--- src/rtl/uart_rx_param.sv ---
// Parametrised UART receiver: 16x-style oversampling with 3-sample majority vote,
// false-start rejection, break detection and a small receive FIFO.
module uart_rx_param #(
    parameter int CLK_FREQ   = 50_000_000,
    parameter int BAUD       = 9600,
    parameter int OVERSAMPLE = 16,
    parameter int DATA_BITS  = 8,
    parameter int PARITY     = 0,
    parameter int STOP_BITS  = 1,
    parameter int FIFO_DEPTH = 4
) (
    input  logic                          clk,
    input  logic                          reset,
    input  logic                          rxd,
    input  logic                          rd_en,
    output logic [DATA_BITS-1:0]          data_out,
    output logic                          valid_rx,
    output logic                          parity_error,
    output logic                          stop_error,
    output logic                          overflow,
    output logic                          break_detect,
    output logic [$clog2(FIFO_DEPTH):0]   fifo_count
);

    localparam int DIV  = CLK_FREQ / (BAUD * OVERSAMPLE);
    localparam int CW   = (DIV > 1) ? $clog2(DIV) : 1;
    localparam int SW   = $clog2(OVERSAMPLE);
    localparam int M    = OVERSAMPLE / 2;
    localparam int BW   = $clog2(DATA_BITS);
    localparam int AW   = $clog2(FIFO_DEPTH);
    localparam int CNTW = AW + 1;
    localparam int EW   = DATA_BITS + 2;

    typedef enum logic [2:0] {
        WAIT_HIGH = 3'd0,
        IDLE      = 3'd1,
        START     = 3'd2,
        DATA      = 3'd3,
        PAR       = 3'd4,
        STOP      = 3'd5
    } state_t;

    function automatic logic maj3(input logic a, input logic b, input logic c);
        return (a & b) | (a & c) | (b & c);
    endfunction

    // Expected parity bit: even parity is the XOR of the data, odd its inverse.
    function automatic logic par_calc(input logic [DATA_BITS-1:0] d);
        return (PARITY == 2) ? ~(^d) : (^d);
    endfunction

    logic          sync1_r, sync2_r, rxd_s;
    logic [CW-1:0] tick_cnt_r;
    logic          tick_s;

    state_t                 state_r, state_n;
    logic [SW-1:0]          s_r, s_n;
    logic [BW-1:0]          bit_r, bit_n;
    logic [DATA_BITS-1:0]   shreg_r, shreg_n;
    logic                   samp_a_r, samp_a_n, samp_b_r, samp_b_n;
    logic                   par_bit_r, par_bit_n;
    logic                   par_flag_r, par_flag_n;
    logic                   stop_flag_r, stop_flag_n;
    logic                   vote_s, at_vote_s, bit_end_s, in_frame_s, stop_now_s;
    logic                   push_s, brk_s;
    logic [EW-1:0]          push_data_s;

    logic [EW-1:0]   mem_r [FIFO_DEPTH];
    logic [AW-1:0]   wr_ptr_r, rd_ptr_r;
    logic [CNTW-1:0] count_r;
    logic            overflow_r, break_r;
    logic            pop_s, full_s, wr_ok_s, drop_s;
    logic [EW-1:0]   head_s;

    // Two-flop synchroniser for the asynchronous serial line
    always_ff @(posedge clk) begin
        if (!reset) begin
            sync1_r <= 1'b1;
            sync2_r <= 1'b1;
        end else begin
            sync1_r <= rxd;
            sync2_r <= sync1_r;
        end
    end
    assign rxd_s = sync2_r;

    // Free-running oversample tick divider
    always_ff @(posedge clk) begin
        if (!reset) begin
            tick_cnt_r <= {CW{1'b0}};
        end else if (tick_s) begin
            tick_cnt_r <= {CW{1'b0}};
        end else begin
            tick_cnt_r <= tick_cnt_r + 1'b1;
        end
    end
    assign tick_s = (tick_cnt_r == CW'(DIV - 1));

    assign vote_s     = maj3(samp_a_r, samp_b_r, rxd_s);
    assign at_vote_s  = (s_r == SW'(M + 1));
    assign bit_end_s  = (s_r == SW'(OVERSAMPLE - 1));
    assign in_frame_s = (state_r inside {START, DATA, PAR, STOP});

    // Frame FSM and datapath state registers
    always_ff @(posedge clk) begin
        if (!reset) begin
            state_r     <= WAIT_HIGH;
            s_r         <= {SW{1'b0}};
            bit_r       <= {BW{1'b0}};
            shreg_r     <= {DATA_BITS{1'b0}};
            samp_a_r    <= 1'b0;
            samp_b_r    <= 1'b0;
            par_bit_r   <= 1'b0;
            par_flag_r  <= 1'b0;
            stop_flag_r <= 1'b0;
        end else begin
            state_r     <= state_n;
            s_r         <= s_n;
            bit_r       <= bit_n;
            shreg_r     <= shreg_n;
            samp_a_r    <= samp_a_n;
            samp_b_r    <= samp_b_n;
            par_bit_r   <= par_bit_n;
            par_flag_r  <= par_flag_n;
            stop_flag_r <= stop_flag_n;
        end
    end

    // Next-state logic: sample index, majority sampling and per-state frame handling
    always_comb begin
        state_n     = state_r;
        s_n         = s_r;
        bit_n       = bit_r;
        shreg_n     = shreg_r;
        samp_a_n    = samp_a_r;
        samp_b_n    = samp_b_r;
        par_bit_n   = par_bit_r;
        par_flag_n  = par_flag_r;
        stop_flag_n = stop_flag_r;
        stop_now_s  = stop_flag_r | ~vote_s;
        push_s      = 1'b0;
        brk_s       = 1'b0;

        if (tick_s && in_frame_s) begin
            s_n = bit_end_s ? {SW{1'b0}} : s_r + 1'b1;
            if (s_r == SW'(M - 1)) begin
                samp_a_n = rxd_s;
            end else if (s_r == SW'(M)) begin
                samp_b_n = rxd_s;
            end else begin
                samp_a_n = samp_a_r;
            end
        end else begin
            s_n = s_r;
        end

        case (state_r)
            WAIT_HIGH: begin
                if (tick_s && rxd_s) state_n = IDLE;
                else                 state_n = WAIT_HIGH;
            end
            IDLE: begin
                if (tick_s && !rxd_s) begin
                    state_n = START;
                    s_n     = {SW{1'b0}};
                end else begin
                    state_n = IDLE;
                end
            end
            START: begin
                if (tick_s && at_vote_s && vote_s) begin
                    state_n = IDLE;
                end else if (tick_s && bit_end_s) begin
                    state_n     = DATA;
                    bit_n       = {BW{1'b0}};
                    par_flag_n  = 1'b0;
                    stop_flag_n = 1'b0;
                end else begin
                    state_n = START;
                end
            end
            DATA: begin
                if (tick_s && at_vote_s) begin
                    shreg_n = {vote_s, shreg_r[DATA_BITS-1:1]};
                end else if (tick_s && bit_end_s) begin
                    if (bit_r == BW'(DATA_BITS - 1)) begin
                        state_n = (PARITY != 0) ? PAR : STOP;
                        bit_n   = {BW{1'b0}};
                    end else begin
                        bit_n = bit_r + 1'b1;
                    end
                end else begin
                    state_n = DATA;
                end
            end
            PAR: begin
                if (tick_s && at_vote_s) begin
                    par_bit_n  = vote_s;
                    par_flag_n = (vote_s != par_calc(shreg_r));
                end else if (tick_s && bit_end_s) begin
                    state_n = STOP;
                end else begin
                    state_n = PAR;
                end
            end
            STOP: begin
                if (tick_s && at_vote_s) begin
                    stop_flag_n = stop_now_s;
                    if (bit_r == BW'(STOP_BITS - 1)) begin
                        push_s  = 1'b1;
                        brk_s   = (shreg_r == {DATA_BITS{1'b0}}) &&
                                  ((PARITY == 0) || !par_bit_r) && stop_now_s;
                        state_n = vote_s ? IDLE : WAIT_HIGH;
                    end else begin
                        state_n = STOP;
                    end
                end else if (tick_s && bit_end_s) begin
                    bit_n = bit_r + 1'b1;
                end else begin
                    state_n = STOP;
                end
            end
            default: begin
                state_n = WAIT_HIGH;
            end
        endcase
    end

    assign push_data_s = {shreg_r, par_flag_r, stop_now_s};

    assign pop_s   = rd_en && (count_r != {CNTW{1'b0}});
    assign full_s  = (count_r == CNTW'(FIFO_DEPTH));
    assign wr_ok_s = push_s && (!full_s || pop_s);
    assign drop_s  = push_s && full_s && !pop_s;

    // FIFO storage; contents are don't-care while not counted
    always_ff @(posedge clk) begin
        if (wr_ok_s) begin
            mem_r[wr_ptr_r] <= push_data_s;
        end
    end

    // FIFO pointers, occupancy, sticky overflow and break pulse
    always_ff @(posedge clk) begin
        if (!reset) begin
            wr_ptr_r   <= {AW{1'b0}};
            rd_ptr_r   <= {AW{1'b0}};
            count_r    <= {CNTW{1'b0}};
            overflow_r <= 1'b0;
            break_r    <= 1'b0;
        end else begin
            if (wr_ok_s) wr_ptr_r <= wr_ptr_r + 1'b1;
            if (pop_s)   rd_ptr_r <= rd_ptr_r + 1'b1;
            case ({wr_ok_s, pop_s})
                2'b10:   count_r <= count_r + 1'b1;
                2'b01:   count_r <= count_r - 1'b1;
                default: count_r <= count_r;
            endcase
            if (drop_s)     overflow_r <= 1'b1;
            else if (pop_s) overflow_r <= 1'b0;
            else            overflow_r <= overflow_r;
            break_r <= brk_s;
        end
    end

    assign head_s       = mem_r[rd_ptr_r];
    assign valid_rx     = (count_r != {CNTW{1'b0}});
    assign data_out     = valid_rx ? head_s[EW-1:2] : {DATA_BITS{1'b0}};
    assign parity_error = valid_rx & head_s[1];
    assign stop_error   = valid_rx & head_s[0];
    assign overflow     = overflow_r;
    assign break_detect = break_r;
    assign fifo_count   = count_r;

endmodule

--- config.mk ---
export PLATFORM = sky130hd
export DESIGN_NAME = uart_rx_param
export DESIGN_NICKNAME = d
export VERILOG_FILES = /design/src/rtl/uart_rx_param.sv
export SDC_FILE = /design/constraint.sdc
export NUM_CORES = 1
export LEC_CHECK = 0
export ABC_AREA = 0
export CORE_ASPECT_RATIO = 0.8
export CORE_MARGIN = 2
export CORE_UTILIZATION = 50
export CTS_BUF_LIST = sky130_fd_sc_hd__clkbuf_2
export CTS_CLUSTER_SIZE = 28
export DETAILED_ROUTE_END_ITERATION = 12
export PLACE_DENSITY = 0.68
export SLEW_MARGIN = 30
export SYNTH_ARGS = -nofsm -noshare
export SYNTH_HDL_FRONTEND = slang
export SYNTH_SLANG_ARGS = --single-unit
--- constraint.sdc ---
create_clock -name clk -period 3.15 [get_ports clk]
set_clock_uncertainty 0.15 [all_clocks]
set_input_delay 0.7875 -clock clk [delete_from_list [all_inputs] [get_ports clk]]
set_output_delay 0.7875 -clock clk [all_outputs]
set_load 0.02 [all_outputs]
---- Word level (Yosys, flattened, before mapping) ----
Memories as Yosys holds them, arrays and structs flattened. A register that Yosys moved wholly into a read port is not among the register bits.
Cells that the tools add are included.
cells by class
  equality and inequality tests ........... 26
  mux-type cells .......................... 43
  $add $sub $neg .......................... 7
  reductions and logical operators ........ 35
  bitwise gates (word level) .............. 11
operators by type and width
  cell                                                    number
  2-to-1 mux 3 bit                                        14
  one-hot mux 3 bit (6 select lines)                      1
  2-to-1 mux 4 bit                                        4
  AND reduction 4 bit                                     4
  2-to-1 mux 1 bit                                        15
  == test 3 bit (second input constant)                   4
  == test 4 bit (second input constant)                   3
  logical AND 1 bit                                       11
  inequality test 2 x 1 -> 1 bit (second input constant)  5
  adder 9 x 1 -> 9 bit (second input constant)            1
  == test 9 bit (second input constant)                   1
  one-hot mux 3 bit (3 select lines)                      1
  logical NOT 8 bit                                       1
  2-to-1 mux 2 bit                                        4
  2-to-1 mux 8 bit                                        1
  inequality test 2 bit (second input constant)           4
  nonzero test 2 bit                                      4
  XOR reduction 8 bit                                     1
  AND reduction 7 bit                                     1
  adder 3 x 1 -> 3 bit (second input constant)            2
  == test 3 x 2 -> 1 bit (second input constant)          2
  logical NOT 3 bit                                       2
  one-hot mux 3 bit (2 select lines)                      1
  nonzero test 3 bit                                      2
  20 further kinds                                        33
word-level totals
  bits in registers ....................... 42
  memories ................................ 1
  bits in writable memories ............... 40
memories
  memory  words  width  read ports  clocked after memory_dff  write ports  RTL line  text
  mem_r   4      10     1           1                         1            68        logic [EW-1:0] mem_r [FIFO_DEPTH];

---- Depth between registers and ports, before layout ----
  depth after elaboration ................. 7
  gate-level depth with buffers ........... 12

---- Worst setup path after synthesis ----
OpenSTA, ideal clock, no wires.
  path type ............................... register -> register
  start point ............................. register tick_cnt_r[0]
  end point ............................... register count_r[2], in the netlist fifo_count[2]
  arrival ................................. 2.181 ns
  stages on the path, launching flop included .. 13
  buffers on the path ..................... 1
  slack ................................... 0.699 ns
  cells stage by stage .................... dfxtp_1 -> inv_1 -> ha_1 -> and4b_1 -> clkbuf_1 -> nand4_2 -> nor2_1 -> nor2_1 -> fa_1 -> inv_1 -> o211ai_1 -> o311a_1 -> o31a_1
between the ends
  word-level cells in the longest chain between the ends .. 7
  elaborated cells between the ends (all ways) .. 9
  those cells by class .................... eq/ne: 3; mux: 3; reduce/logical: 3
ends and longest elaborated chain
  element                                                                   RTL line  text
  from (decl)                                                               53        logic [CW-1:0] tick_cnt_r;
  from (signal assigned)                                                    90        tick_cnt_r <= {CW{1'b0}};
  from (signal assigned)                                                    92        tick_cnt_r <= {CW{1'b0}};
  from (signal assigned)                                                    94        tick_cnt_r <= tick_cnt_r + 1'b1;
  == test 9 bit *                                                           97        assign tick_s = (tick_cnt_r == CW'(DIV - 1));
  logical AND 1 bit *                                                       207       if (tick_s && at_vote_s) begin
  2-to-1 mux 1 bit *                                                        207
  2-to-1 mux 1 bit *                                                        157       case (state_r)
  logical AND 1 bit *                                                       233       assign wr_ok_s = push_s && (!full_s || pop_s);
  == test 2 x 1 -> 1 bit or == test 2 bit (tied branches)                   254       case ({wr_ok_s, pop_s})
  one-hot mux 3 bit (2 select lines) or nonzero test 2 bit (tied branches)  -
  to (signal assigned)                                                      255       2'b10: count_r <= count_r + 1'b1;
  to (signal assigned)                                                      256       2'b01: count_r <= count_r - 1'b1;
  to (signal assigned)                                                      257       default: count_r <= count_r;
  to (decl)                                                                 70        logic [CNTW-1:0] count_r;
Every way passes the cells marked *; elsewhere a longest branch is shown, timed or not.
A chain may end at the register's enable or synchronous reset.

==> metrics.txt <==
status finished clean; CP required 2.21 ns; crit start category flip-flop; vias in the first global route ~2,500; DP Area ~0.0043 sq mm; CTS clock-pin slew for the worst setup and hold paths roughly 0.24 ns; HP Class flip-flop to flip-flop; H-Tree Depth 3; Final min period around 3.0 ns; CTS Buf Count 9; Warnings, synthesis 0; Detail Placement HPWL ~5.2 mm; first-pass GRT wire length 12.6 mm; pre-CTS WS between 0.2 and 0.25 ns; fin crit share a little over nine tenths; Initial Util between 50% and 60%; GPL Wtd Cong slightly below 0.9; FF-to-FF End fifo_count[2]; top_reg_cell synth dfxtp_1; CTS tree built; routed via count ~2,600; Synth Area per Inst 11.5 sq um; crit-path max FO 10; critical path's largest stage delay roughly 0.49 ns; ys async rst share 0%; root buf cell clkbuf_2; Synth cell types 50; antenna viol nets, final 0; CP Cell Sequence buf_12, mux4_2, and2_1, dlygate4sd2_1; EDFF count, synth 40; static leakage roughly 1.6 nW; share of cells above drive strength 1 roughly an eighth; endpoint class of the critical path output port; Worst Hold End rxd_s; crit path DAT between 2 and 2.5 ns; top post-synthesis cells by area edfxtp_1 (30%), dfxtp_1 (22%), mux4_2 (5.7%), ha_1 (5.0%), and2_1 (4.2%); wire per inst 15.5 um; worst reg2reg path depth 10; reg2reg start s_r[0]; Final Power about 0.0019 W; n_diodes 0; Mapped Cells ~350; Worst-Skew Late Latency between 0.5 and 0.6 ns; # rows 29; CP Class flip-flop to output port; die area just under 0.009 sq mm; register area share after synthesis a little over half; largest net degree at the start of global routing 20; I/O Pins 20; P&R area growth vs syn 12.5%; detailed-route wire length between 7 and 8 mm; syn_nets 368; Via density approximately 5.4; GRT Overall Usage between 10% and 20%; Slew HR about 51%; post-CTS setup buffer count 0; Max Buffers Root-to-Sink 2; Slew Limit Fails 0; DRC Markers 0; Yosys top cell by area edfxtp_1; core area slightly below 0.008 sq mm; antenna violations before repair 0; share of the synthesized area in the top cell type 30.1%; top-count cell post-synth dfxtp_1; CTS Sinks 84; commonest cells in the netlist dfxtp_1 (44), edfxtp_1 (40), and2_1 (27), inv_1 (20), nor2_1 (18); I/O Buffers 19; setup TNS 0 ns; Bufs and invs on worst path 2; DRT iter0 DRCs ~120; GR Overflow Total 0; Hold Crit Start sync1_r; reg2reg setup slack roughly 0.38 ns; Mapped Area about 0.004 sq mm; cell at the slowest stage of the critical path mux4_2; VDD IR max ~0.23 mV; Final WS setup roughly 0.14 ns; hold depth 1; drt pass-1 iters 4; Tightest Pin Transition around 0.73 ns; Horiz. Die Dim 104 um; Pwr Density about 410 mW/mm^2; final hold vios 0; CP top delay family multiplexers; number of nets in the layout ~400; endpoints failing setup 0; fmax roughly 330 MHz; height of the die roughly 84 um; synthesized flop and latch total 84; maxcap violations 0; final core utilization a little under three fifths; fin area approximately 0.0045 sq mm
-- per-layer routing --
layer / GRT usage (%) / wire length (um) / up-vias
met4: 5.65 / 93 / 0
met1: 25.8 / 3710 / 1258
met3: 5.70 / 348 / 11
met2: 28.0 / 3360 / 48
li1: - / - / 1293
met5: 0 / 0 / -
-- cells by family after synthesis --
logic type	share of synthesized area (%)
multiplexers	9.42
adder cells (fa/ha/maj)	5.78
AND/OR/NAND/NOR	18.5
buffers and inverters	3.52
flip-flops	52.2
XOR/XNOR	3.30
AO/OA/AOI/OAI	7.28
-- final cells by class --
| class | instances | area (sq um) |
|---|---|---|
| clock buffer | 9 | 45.0 |
| inverter | 20 | 75.1 |
| clock inverter | 7 | 108 |
| sequential | 84 | 2090 |
| fill | 685 | 3350 |
| timing repair buffer | 29 | 268 |
| tap | 108 | 135 |
| multi-input combinational | 227 | 1770 |
-- report_power, final --
| group | total (W) | leakage [nW] | switching (W) | internal, W |
|---|---|---|---|---|
| Clock | 0.000674 | 0.0896 | 0.000399 | 0.000275 |
| Sequential | 0.00115 | 0.791 | 0.00000703 | 0.00114 |
| Combinational | 0.0000369 | 0.768 | 0.0000196 | 0.0000174 |
| Total | 0.00186 | 1.65 | 0.000426 | 0.00143 |
-- flip-flops by register name, summed over array words and instances, names as in the netlist, 2 cells and up, named ones only --
name        cells
s_r             4
shreg_r         8
wr_ptr_r        2
rd_ptr_r        2
fifo_count      3
mem_r          40
state_r         3
tick_cnt_r      9
bit_r           3
-- stage by stage --
step / hold WS (ns) / instances
finish: 0.294 / 484
global route: 0.323 / 484
CTS: 0.296 / 484
detailed placement: 0.244 / 468
global placement: 0.247 / 468
floorplan: 0.236 / 347
-- timing repair --
item,in CTS,in global routing
hold buffers,0,0
gates resized for setup,13,6
cloned,0,0
endpoints found under the setup margin,11,11
-- cell usage in the layout, fill, tap and decap left out, drive strengths merged, types with 2 or more instances in the layout --
master / synthesis / routed
a21boi: 5 / 5
a21oi: 7 / 7
a22oi: 3 / 3
a31oi: 3 / 3
and2: 27 / 27
and3: 6 / 6
and3b: 3 / 3
buf: 7 / 10
bufinv: 0 / 2
clkbuf: 9 / 9
clkdlybuf4s15: 0 / 2
clkdlybuf4s50: 0 / 9
clkinv: 0 / 3
dfxtp: 44 / 44
dlygate4sd2: 0 / 8
edfxtp: 40 / 40
ha: 16 / 16
inv: 20 / 22
mux2i: 15 / 15
mux4: 10 / 10
nand2: 17 / 17
nand2b: 5 / 5
nand3: 15 / 15
nand4: 5 / 5
nor2: 19 / 19
nor2b: 11 / 11
nor3: 3 / 3
nor4: 2 / 2
nor4b: 2 / 2
o2111ai: 2 / 2
o211ai: 5 / 5
o21ai: 7 / 7
o31a: 3 / 3
o31ai: 2 / 2
or3: 6 / 6
xnor2: 8 / 8
xor2: 7 / 7
-- how the worst max path moves through the flow --
stage               endpoint  slack [ns]  cells after the start
2_1_floorplan  fifo_count[2]        0.70                     12
3_3_place_gp   fifo_count[2]        0.29                      7
3_5_place_dp     mem_r[0][4]        0.21                      4
4_1_cts           stop_error        0.02                      4
5_1_grt          data_out[0]      -0.006                      4
6_report         data_out[1]        0.14                      4
(Power assumes the default switching activity.)
